`src/rtl/sort_engine_pkg.sv`:
```
// ---------------------------------------------------------------------------
// sort_engine_pkg
//   Shared types and helpers for the stream-side sort controller.
//   - sort_ctrl_state_t : controller FSM states
//   - sort_capacity()   : packet capacity in words for a given address width
// ---------------------------------------------------------------------------
package sort_engine_pkg;

    typedef enum logic [2:0] {
        ST_IDLE  = 3'd0,
        ST_CLEAR = 3'd1,
        ST_LOAD  = 3'd2,
        ST_RUN   = 3'd3,
        ST_WAIT  = 3'd4,
        ST_DRAIN = 3'd5
    } sort_ctrl_state_t;

    function automatic int unsigned sort_capacity(input int unsigned awidth);
        return 32'd1 << awidth;
    endfunction

endpackage

```
`src/rtl/sort_out_fifo.sv`:
```
// ---------------------------------------------------------------------------
// sort_out_fifo
//   Synchronous FIFO, DEPTH x WIDTH. Read data comes straight from storage
//   flops (no combinational path from push to the output), so a word pushed
//   at the end of cycle n is visible at cycle n+1.
//   Ports:
//     clk_i, rst_i   clock, async active-high reset (empties the FIFO)
//     push_i/data_i  write one word (caller guarantees not full)
//     pop_i          consume head word (ignored when empty)
//     data_o/valid_o head word and its valid flag
//     occ_o          current occupancy, 0..DEPTH
// ---------------------------------------------------------------------------
module sort_out_fifo #(
    parameter int DEPTH = 4,
    parameter int WIDTH = 9
) (
    input  logic                     clk_i,
    input  logic                     rst_i,
    input  logic                     push_i,
    input  logic [WIDTH-1:0]         data_i,
    input  logic                     pop_i,
    output logic [WIDTH-1:0]         data_o,
    output logic                     valid_o,
    output logic [$clog2(DEPTH):0]   occ_o
);

    localparam int AW = $clog2(DEPTH);
    localparam int CW = AW + 1;
    localparam logic [CW-1:0] FULL = CW'(DEPTH);

    logic [WIDTH-1:0] mem [DEPTH];
    logic [AW-1:0]    wptr;
    logic [AW-1:0]    rptr;
    logic [CW-1:0]    count;
    logic             do_push;
    logic             do_pop;

    assign do_push = push_i && (count != FULL);
    assign do_pop  = pop_i && (count != '0);

    always_ff @(posedge clk_i or posedge rst_i) begin
        if (rst_i) begin
            wptr  <= '0;
            rptr  <= '0;
            count <= '0;
        end else begin
            if (do_push) wptr <= wptr + AW'(1);
            if (do_pop)  rptr <= rptr + AW'(1);
            case ({do_push, do_pop})
                2'b10:   count <= count + CW'(1);
                2'b01:   count <= count - CW'(1);
                default: count <= count;
            endcase
        end
    end

    // Storage needs no reset: valid_o masks it until written.
    always_ff @(posedge clk_i) begin
        if (do_push) mem[wptr] <= data_i;
    end

    assign data_o  = mem[rptr];
    assign valid_o = (count != '0);
    assign occ_o   = count;

endmodule

```
`src/rtl/sort_stream_ctrl.sv`:
```
// ---------------------------------------------------------------------------
// sort_stream_ctrl
//   Stream front end for gnome_sort_engine. Loads one packet from the input
//   stream into the engine, runs the sort, then reads the words back through
//   a small credit-controlled FIFO onto the output stream with a last flag.
//   Ports:
//     clk_i, rst_i                     clock, async active-high reset
//     s_data_i/s_valid_i/s_last_i      input packet stream
//     s_ready_o                        input ready (LOAD only)
//     m_data_o/m_valid_o/m_last_o      sorted output stream
//     m_ready_i                        downstream ready
//     eng_srst_o/eng_run_o             engine clear and start pulses
//     eng_wr_req_o/eng_wr_data_o       engine load port
//     eng_rd_req_o/eng_rd_data_i       engine read port (data one cycle later)
//     eng_done_i                       engine finished (sticky until srst)
//     busy_o                           controller not idle
//     trunc_o                          packet closed at capacity without last
// ---------------------------------------------------------------------------
module sort_stream_ctrl
    import sort_engine_pkg::*;
#(
    parameter int AWIDTH = 5,
    parameter int DWIDTH = 8,
    parameter int ODEPTH = 4
) (
    input  logic              clk_i,
    input  logic              rst_i,
    input  logic [DWIDTH-1:0] s_data_i,
    input  logic              s_valid_i,
    input  logic              s_last_i,
    output logic              s_ready_o,
    output logic [DWIDTH-1:0] m_data_o,
    output logic              m_valid_o,
    output logic              m_last_o,
    input  logic              m_ready_i,
    output logic              eng_srst_o,
    output logic              eng_run_o,
    output logic              eng_wr_req_o,
    output logic [DWIDTH-1:0] eng_wr_data_o,
    output logic              eng_rd_req_o,
    input  logic [DWIDTH-1:0] eng_rd_data_i,
    input  logic              eng_done_i,
    output logic              busy_o,
    output logic              trunc_o
);

    localparam int NW  = AWIDTH + 1;
    localparam int OCW = $clog2(ODEPTH) + 1;
    localparam logic [NW-1:0]  CAP   = NW'(sort_capacity(AWIDTH));
    localparam logic [NW-1:0]  ONE   = NW'(1);
    localparam logic [OCW:0]   OLIM  = (OCW+1)'(ODEPTH);

    sort_ctrl_state_t state, state_n;

    logic [NW-1:0]  cnt;
    logic [NW-1:0]  rcnt;
    logic [NW-1:0]  cnt_inc;
    logic           inflight;
    logic           inflight_last;
    logic           load_hs;
    logic           at_cap;

    logic [DWIDTH:0] fifo_dout;
    logic            fifo_valid;
    logic [OCW-1:0]  fifo_occ;
    logic [OCW:0]    used;
    logic            pop;
    logic            pop_last;

    assign cnt_inc  = cnt + ONE;
    assign at_cap   = (cnt_inc == CAP);
    assign load_hs  = s_valid_i && s_ready_o;
    assign pop      = fifo_valid && m_ready_i;
    assign pop_last = pop && fifo_dout[DWIDTH];
    // Credits: words already queued plus the one whose data lands next cycle.
    assign used     = {1'b0, fifo_occ} + {{OCW{1'b0}}, inflight};

    // ---------------- state register ----------------
    always_ff @(posedge clk_i or posedge rst_i) begin
        if (rst_i) state <= ST_IDLE;
        else       state <= state_n;
    end

    // ---------------- next state ----------------
    always_comb begin
        state_n = state;
        case (state)
            ST_IDLE:  if (s_valid_i) state_n = ST_CLEAR;
            ST_CLEAR: state_n = ST_LOAD;
            ST_LOAD:  if (load_hs && (s_last_i || at_cap)) state_n = ST_RUN;
            ST_RUN:   state_n = ST_WAIT;
            ST_WAIT:  if (eng_done_i) state_n = ST_DRAIN;
            ST_DRAIN: if (pop_last) state_n = ST_IDLE;
            default:  state_n = ST_IDLE;
        endcase
    end

    // ---------------- outputs ----------------
    always_comb begin
        s_ready_o     = 1'b0;
        eng_srst_o    = 1'b0;
        eng_run_o     = 1'b0;
        eng_wr_req_o  = 1'b0;
        eng_wr_data_o = '0;
        eng_rd_req_o  = 1'b0;
        trunc_o       = 1'b0;
        case (state)
            ST_CLEAR: eng_srst_o = 1'b1;
            ST_LOAD: begin
                s_ready_o     = 1'b1;
                eng_wr_req_o  = s_valid_i;
                eng_wr_data_o = s_data_i;
                // Capacity reached on a word that did not carry last.
                trunc_o       = s_valid_i && !s_last_i && at_cap;
            end
            ST_RUN:   eng_run_o = 1'b1;
            ST_DRAIN: eng_rd_req_o = (rcnt < cnt) && (used < OLIM);
            default: ;
        endcase
    end

    assign busy_o = (state != ST_IDLE);

    // ---------------- counters / read pipeline ----------------
    always_ff @(posedge clk_i or posedge rst_i) begin
        if (rst_i) begin
            cnt           <= '0;
            rcnt          <= '0;
            inflight      <= 1'b0;
            inflight_last <= 1'b0;
        end else begin
            inflight      <= eng_rd_req_o;
            inflight_last <= eng_rd_req_o && (rcnt == cnt - ONE);
            if (state == ST_CLEAR) begin
                cnt  <= '0;
                rcnt <= '0;
            end else begin
                if (load_hs)      cnt  <= cnt_inc;
                if (eng_rd_req_o) rcnt <= rcnt + ONE;
            end
        end
    end

    // Engine read data arrives one cycle after its request and goes straight
    // into the FIFO together with its last tag.
    sort_out_fifo #(
        .DEPTH (ODEPTH),
        .WIDTH (DWIDTH + 1)
    ) u_fifo (
        .clk_i   (clk_i),
        .rst_i   (rst_i),
        .push_i  (inflight),
        .data_i  ({inflight_last, eng_rd_data_i}),
        .pop_i   (pop),
        .data_o  (fifo_dout),
        .valid_o (fifo_valid),
        .occ_o   (fifo_occ)
    );

    // Mask stale storage so idle outputs read as zero.
    assign m_valid_o = fifo_valid;
    assign m_data_o  = fifo_valid ? fifo_dout[DWIDTH-1:0] : '0;
    assign m_last_o  = fifo_valid && fifo_dout[DWIDTH];

endmodule

```
`config.mk`:
```
export PLATFORM = sky130hd
export DESIGN_NAME = sort_stream_ctrl
export DESIGN_NICKNAME = d
export VERILOG_FILES = /design/src/rtl/sort_engine_pkg.sv /design/src/rtl/sort_out_fifo.sv /design/src/rtl/sort_stream_ctrl.sv
export SDC_FILE = /design/constraint.sdc
export NUM_CORES = 1
export LEC_CHECK = 0
export BUFFER_PORTS_ARGS = -buffer_cell sky130_fd_sc_hd__buf_2
export CAP_MARGIN = 10
export CELL_PAD_IN_SITES_DETAIL_PLACEMENT = 1
export CELL_PAD_IN_SITES_GLOBAL_PLACEMENT = 2
export CORE_UTILIZATION = 41
export CTS_CLUSTER_SIZE = 40
export DETAILED_ROUTE_END_ITERATION = 12
export GPL_TIMING_DRIVEN = 1
export PLACE_DENSITY = 0.87
export SLEW_MARGIN = 25
export SYNTH_ARGS = -nofsm -noshare
export SYNTH_HDL_FRONTEND = slang
export SYNTH_SLANG_ARGS = --single-unit
```
`constraint.sdc`:
```
create_clock -name clk_i -period 3.3 [get_ports clk_i]
set_input_delay 0.99 -clock clk_i [delete_from_list [all_inputs] [get_ports clk_i]]
set_output_delay 0.99 -clock clk_i [all_outputs]
set_load 0.03 [all_outputs]
```
==> results of run 1 <==
flip-flops by register name (all words and copies together) (netlist names):
signal	flops
inflight_last	1
u_fifo.occ_o	3
state	3
u_fifo.wptr	2
u_fifo.mem	36
rcnt	6
cnt	6
u_fifo.rptr	2
inflight	1
Yosys cell counts (all sizes together) (4+ instances only):
cell	count
edfxtp	36
dfrtp	24
and2	22
inv	19
nand2	18
ha	14
xnor2	12
mux4	9
o21ai	9
nand3	7
nor2	7
a21oi	6
nand4	5
mux2i	4
o31ai	4
xor2	4
how the worst max path moves through the flow:
stage	from	to	slack, ps	cells after the start
2_1_floorplan	s_valid_i	trunc_o	9	2
3_3_place_gp	cnt[5]	eng_rd_req_o	520	6
3_5_place_dp	cnt[2]	eng_rd_req_o	410	6
4_1_cts	cnt[2]	eng_rd_req_o	30	6
5_1_grt	cnt[5]	eng_rd_req_o	0.3	6
6_report	cnt[5]	eng_rd_req_o	160	6
layout make-up:
class / instances / area (um^2)
fillers: 755 / 3370
flip-flops and latches: 60 / 1680
multi-input cells: 152 / 1230
repair buffers: 51 / 268
clock buffers: 9 / 124
well taps: 96 / 120
clock inverters: 7 / 76.3
inverters: 20 / 75.1
cells in the final DEF, fill, tap and decap left out, types with 3 or more instances in the layout:
master / n
inv_1: 18
nand2_1: 18
nor2_1: 7
o21ai_0: 9
mux2i_1: 4
buf_2: 46
edfxtp_1: 36
ha_1: 14
nor4_1: 3
dfrtp_1: 24
nand3_1: 7
buf_4: 5
clkbuf_8: 9
xor2_1: 4
and2_1: 22
mux4_2: 9
nand4_1: 4
o31ai_1: 4
a21oi_1: 5
xnor2_1: 12
logic make-up (layout without fill, tap and decap cells):
logic type / Yosys count / in the layout
DFF: 60 / 60
adders and majority gates: 15 / 15
xor gates and xnor gates: 16 / 16
buffers and inverters: 26 / 87
muxes: 13 / 13
AOI/OAI and AO/OA: 26 / 26
and+or+nand+nor: 82 / 82
per-layer routing:
layer	routed length, um	part of all wire, %	vias up
met5	0	0	-
met4	112	1.7	0
met3	276	4.2	8
met2	3160	48	54
met1	3050	46	1008
li1	-	-	972
critical path, stage by stage (launching register included):
cell,delay [ps]
dfrtp_1,470
inv_1,70
ha_1,340
a211oi_2,290
nand4_4,200
nor3_2,200
buf_2,230
power by group:
group / switching (mW) / total [mW] / internal [mW] / leakage [nW]
clock network: 0.308 / 0.660 / 0.352 / 0.0958
logic: 0.702 / 1.14 / 0.434 / 0.732
registers: 0.114 / 0.989 / 0.875 / 0.646
stage by stage:
step / hold WS (ps) / instance area, um^2
floorplan: 455 / 3010
global placement: 490 / 3370
detailed placement: 490 / 3370
CTS: 506 / 3570
global route: 526 / 3580
finish: 510 / 3580
==> impl_summary.md, run 1 <==
Timing
The post-route clock skew is around 8.3 ps. The hold violation total from the final report came to 0. The number of max-slew violations in the final report is 0. Setup violations remaining at the end of the flow were counted as 0. The final clock period utilization by the worst path is 95.1%. At the pin with the least slew margin, the transition time is 619 ps. The smallest setup slack after layout is between 150 and 200 ps. The highest clock rate is about 320 MHz. Measured against its own limit, the worst slew margin works out to 58.5%. Setup repair after global routing left no endpoint under its margin. The post-route setup TNS is 0 ps.

The time the final worst path needs with I/O delays and setup is 3140 ps.

CTS
The number of CTS-inserted buffers is 9. The CTS clock-pin slew for the worst setup and hold paths is about 70 ps. The number of gates resized after CTS was 0.

For this design, the sink count on the clock tree is 60. The number of H-tree levels is 3. The root buffer cell chosen for the clock tree is clkbuf_8. TritonCTS built the clock tree. The worst-case clock buffer depth is 2. After clock tree synthesis, the setup repair step added 0 buffers. The later pin in the worst-skew pair is clocked with a latency of 340 ps. Hold repair after CTS inserted 0 buffers.

Global routing
Global routing used between 20% and 30% of the available met1 tracks. The layer flagged by global routing as most heavily used is met2. The number of antenna violations at the first check in global routing is 0. The total overflow left after global routing is 0. The all-layer global routing usage is just under 20%. The fraction of met3 tracks used by global routing is 4.34%. The wire length of the first global-routing pass is 10,700 um.

The number of global-route vias before repair is between 2,000 and 2,500. The pin count of the biggest net entering global routing is 25. Global routing consumed, on the met2 layer, 30.5% of the routing resources.

Job
The total of max-cap violations is 0.

Logic synthesis
The post-synthesis sequential element count is 60. In this run the biggest area consumer among cell types represents between 30 and 40% of the synthesized area. The post-synthesis cell count is 238. By area the synthesized netlist is led by edfxtp_1 36%, dfrtp_1 20%, mux4_2 6.7%. The biggest area contributor in the post-synthesis netlist is edfxtp_1. In this run the cell area of the synthesized design comes to between 3000 and 4000 um^2. When the netlist entered floorplanning its net count stood at about 280. For this run, the register share of the synthesized area comes to between 50 and 60%. The synthesized design contains 36 enable-type register cells. By area, the combinational part of the netlist is dominated by simple AND/OR/NAND/NOR gates.

The xor/xnor cell area share of the yosys netlist is around 4.7%. In the synthesized netlist the dominant register cell turns out to be edfxtp_1. The synthesized netlist devotes around 5.6% of its cell area to compound gates. The yosys synthesis warning count is 0.

Synthesis instantiated 42 different standard cells from the library. Summing the areas of all fa, ha and maj instances in the mapped netlist gives approximately 6.5% of the synthesized area. The synthesized netlist devotes 15.9% of its cell area to simple gates. The async set-or-reset flop fraction in the synthesized netlist is ~40%. After synthesis, the share of cell area in mux cells is roughly 8%. Dividing the synthesized area by the synthesized cell count gives ~13 um^2.

Placement
Detailed placement finished with a half-perimeter wire length of between 4000 and 5000 um. Port buffering added between 40 and 50 buffers. After detailed placement, the design holds a cell count of around 380.

The congestion estimate from routability-driven global placement came to around 0.75. The minimum setup slack after placement is a little over 400 ps.

Floorplan
Row generation in the floorplan step produced 30 rows. The die is 87.6 um tall. The initial core utilization is around 43%. In this run the horizontal extent of the chip is 87.6 um.

The die covers between 7000 and 8000 um^2. The core region is between 6000 and 7000 um^2. 47 I/O pins were placed.

Cells and area
The number of nets in the final layout is 331. The final core area utilization is 51.5%. Of the cells placed in the final design, the portion with a size suffix greater than 1 is 28.1%. The number of diodes is 0. The area growth from synthesis to layout is 19.0%. The finished layout holds 395 standard cells, fillers aside.

Detailed routing
The starting DRC count in detailed routing is 72. The total iterations of the first detailed-routing run is 4. The detailed-route DRC error count is 0. The count of antenna-violating nets left after detailed routing is 0. The routed layout has 2,042 vias. The total routed wirelength is 6600 um. In the final routed layout, each cell accounts on average for between 15 and 20 um. In the routed layout, each cell is associated on average with a via count of just over 5.

Worst setup path
The setup check on the worst reg-to-reg path leaves a slack of slightly above 1000 ps. STA classifies the critical path endpoint as a primary output. The arrival time of data at the critical path endpoint is between 2000 and 2500 ps. The top fanout value on the critical path is 9. Data on the critical path is required at its endpoint by 2310 ps.

The source of the worst register-to-register timing path is u_fifo.occ_o[2]. Measured in cells, the most critical reg-to-reg path has a length of 8. The kind of start point of the critical path is a register.

The critical setup path kind is reg -> out. The worst register-to-register path ends at u_fifo.occ_o[2].

Power
The cell area power density is between 700 and 800 nW/um^2. For this design the static power due to leakage is around 1.5 nW. The final total power is roughly 2.8 mW.

VDD sags by at most around 0.23 mV.

Min path
The endpoint of the worst hold-timing path is u_fifo.mem[2][8]. In this run the most critical hold path is launched from inflight_last. The class of the tightest hold or removal check is reg -> reg.

Counting instances, the worst hold path has a depth of 0.

Status
The flow ran to the end, and the final reports show no timing, DRC or antenna violations.
Power figures use the tool's default switching activity.
==> run 2: changes to the inputs <==
--- a/config.mk
+++ b/config.mk
@@ -14,6 +14,7 @@
 export DETAILED_ROUTE_END_ITERATION = 12
 export GPL_TIMING_DRIVEN = 1
 export PLACE_DENSITY = 0.87
+export SETUP_SLACK_MARGIN = 0.3
 export SLEW_MARGIN = 25
 export SYNTH_ARGS = -nofsm -noshare
 export SYNTH_HDL_FRONTEND = slang
==> impl_summary.md, run 2 (synthesized netlist as in run 1, its figures left out) <==
Timing
In the post-route analysis, the smallest setup slack over all paths is 355 ps. The post-route clock skew is roughly 12 ps. The transition at the pin with the smallest max-transition slack is around 600 ps. The time the final worst path needs with I/O delays and setup is roughly 2900 ps. Final hold analysis gives a worst-case slack of between 500 and 600 ps. Setup repair after global routing left no endpoint under its margin. Measured against its own limit, the worst slew margin works out to about three fifths. The number of max-slew violations in the final report was 0.

The highest clock rate is 340 MHz. The hold violation total from the final report is 0. The final clock period utilization by the worst path is between 80% and 90%. The post-route setup TNS is 0 ps. The final count of negative-setup-slack endpoints is 0.

Placement
The number of buffers added on ports is 46. The sum of net half-perimeters after detailed placement is 5000 um. Routability-driven placement finished with a final weighted congestion of 0.778. Timing analysis after detailed placement gives a worst setup slack of 460 ps.

The placed cell count is 380.

Detailed routing
The starting DRC count in detailed routing is between 70 and 80. The pre-antenna-repair detailed-routing pass consisted of 4 iterations. The count of antenna-violating nets left after detailed routing is 0. Wires add up to between 7000 and 8000 um. In the routed design, unresolved DRC markers number 0. After detailed routing, the average wire length per cell comes to between 15 and 20 um. In the routed layout, each cell is associated on average with a via count of approximately 5.3. The total via count in the routed design is between 2,000 and 2,500.

Status
The run finished with clean final reports.

Cells and area
Counting flops per register, the top entry is u_fifo.mem. In the layout the commonest cells are 45 x buf_2, 36 x edfxtp_1, 22 x and2_1, 22 x dfrtp_1, 18 x nand2_1. The number of nets in the final layout is approximately 340. The area growth from synthesis to layout is 23.3%. The most common library cell in the layout ignoring fill and taps is buf_2. The register with the most flip-flops in the layout has 36 of them. In the final layout, the share of cells above drive strength 1 is about a third.

In the final layout, the registers with the most flip-flops are u_fifo.mem (36), cnt (6), rcnt (6). The number of diodes is 0. The post-layout instance count excluding filler cells is around 410.

Power
In this run the power density over the cells is around 770 nW/um^2. The analysis attributes to cell leakage a power of about 1.5 nW. The worst IR drop on VDD is around 0.36 mV. The final total power is 2.86 mW.

Floorplan
In this run the horizontal extent of the chip is about 88 um. The core area is 6940 um^2. The die covers between 7000 and 8000 um^2. Row generation in the floorplan step produced 30 rows.

In this run the count of I/O pins placed on the die edge is 47. The initial core utilization is approximately 43%. In this run the vertical extent of the chip is about 88 um.

Job
Across the run, the number of max-cap violations was 0.

Worst setup path
The top fanout value on the critical path is 5. The kind of end point of the critical path is a primary output. The cell with the biggest individual delay on the critical path is dfrtp_2. The kind of start point of the critical path is a register. The worst path required time is roughly 2300 ps. The arrival time of data at the critical path endpoint is between 1500 and 2000 ps.

The critical path's largest stage delay is approximately 450 ps. The critical setup path kind is reg -> out. Walking the worst path, the cells encountered are inv_2 -> ha_4 -> a211oi_4 -> nand4_4 -> nor3_4 -> buf_6.

Min path
The class of the tightest hold or removal check is reg -> reg.

Global routing
Summed over all layers, the global routing overflow is 0. The number of antenna violations at the first check in global routing was 0. The number of global-route vias before repair is between 2,000 and 2,500. The first global-routing pass estimated between 10,000 and 15,000 um of wire. Entering global routing, the biggest net connects 25 pins. The all-layer global routing usage is between 20% and 30%.

CTS
The clock tree from TritonCTS is yes. CTS placed an instance of clkbuf_8 at the clock tree root. Clock-pin slew was measured on the worst setup and hold paths at 80 ps. The clock passes through at most 2 buffers. The CTS sink count is 60. The number of CTS-inserted buffers is 9. The clock tree synthesis step divided the H-tree into 3 levels. The count of hold buffers inserted by post-cts repair is 0. For the worst-skew pair, the clock arrives at the later sink with an insertion delay of about 350 ps.
## run 2: cell types whose count changed in the layout (fill, tap and decap cells not counted), sizes merged
cell	previous run	this run
inv	20	19
clkinvlp	2	3
clkinv	4	2
clkbuf	9	11
buf	51	61
## run 2: final cells by class
class	count	area, um^2
fillers	736	3240
flip-flops and latches	60	1680
multi-input cells	152	1270
repair buffers	61	349
clock buffers	11	141
well taps	96	120
inverters	20	75.1
clock inverters	5	61.3
## run 2: path summary, 6_finish.rpt
check | startpoint | endpoint | slack, ps | depth (start not counted)
worst max-delay path | cnt[5] | eng_rd_req_o | 350 | 6
worst min-delay path | inflight_last | u_fifo.mem[2][8] | 520 | 0
worst max register to register | u_fifo.occ_o[2] | u_fifo.occ_o[2] | 1040 | 8
worst min register to register | inflight_last | u_fifo.mem[2][8] | 520 | 0
max in group asynchronous | rst_i | cnt[4] | 2220 | 2
min in group asynchronous | rst_i | inflight | 680 | 2
## run 2: repair_timing
item	4_1_cts	5_1_grt
pin swaps	2	3
endpoints found under the setup margin	1	1
endpoints found under the hold margin	0	0
gates resized for setup	6	5
buffers inserted	1	8
## run 2: per-layer routing
layer,global-route usage [%],routed length (um),up-vias
met5,0,0,-
li1,-,-,991
met1,25.5,3100,1072
met4,8.94,168,0
met3,4.90,349,13
met2,33.2,3510,58
## run 2: stage by stage
stage | cell area [um^2] | utilization (%)
5_1_grt | 3700 | 53.4
3_5_place_dp | 3390 | 48.8
6_report | 3700 | 53.4
3_3_place_gp | 3390 | 48.8
2_1_floorplan | 3020 | -
4_1_cts | 3610 | 52.0
## run 2: worst max-delay path: cells and delay by family (launching register included)
family                     cells  cell delay, ps
AOI/OAI and AO/OA              1             280
adders and majority gates      1             210
buffers and inverters          2             240
DFF                            1             450
and+or+nand+nor                2             410
## run 2: power breakdown
group / internal, mW / leakage [nW] / switching, mW
Combinational: 0.453 / 0.783 / 0.736
Sequential: 0.875 / 0.643 / 0.118
Clock: 0.370 / 0.0918 / 0.305
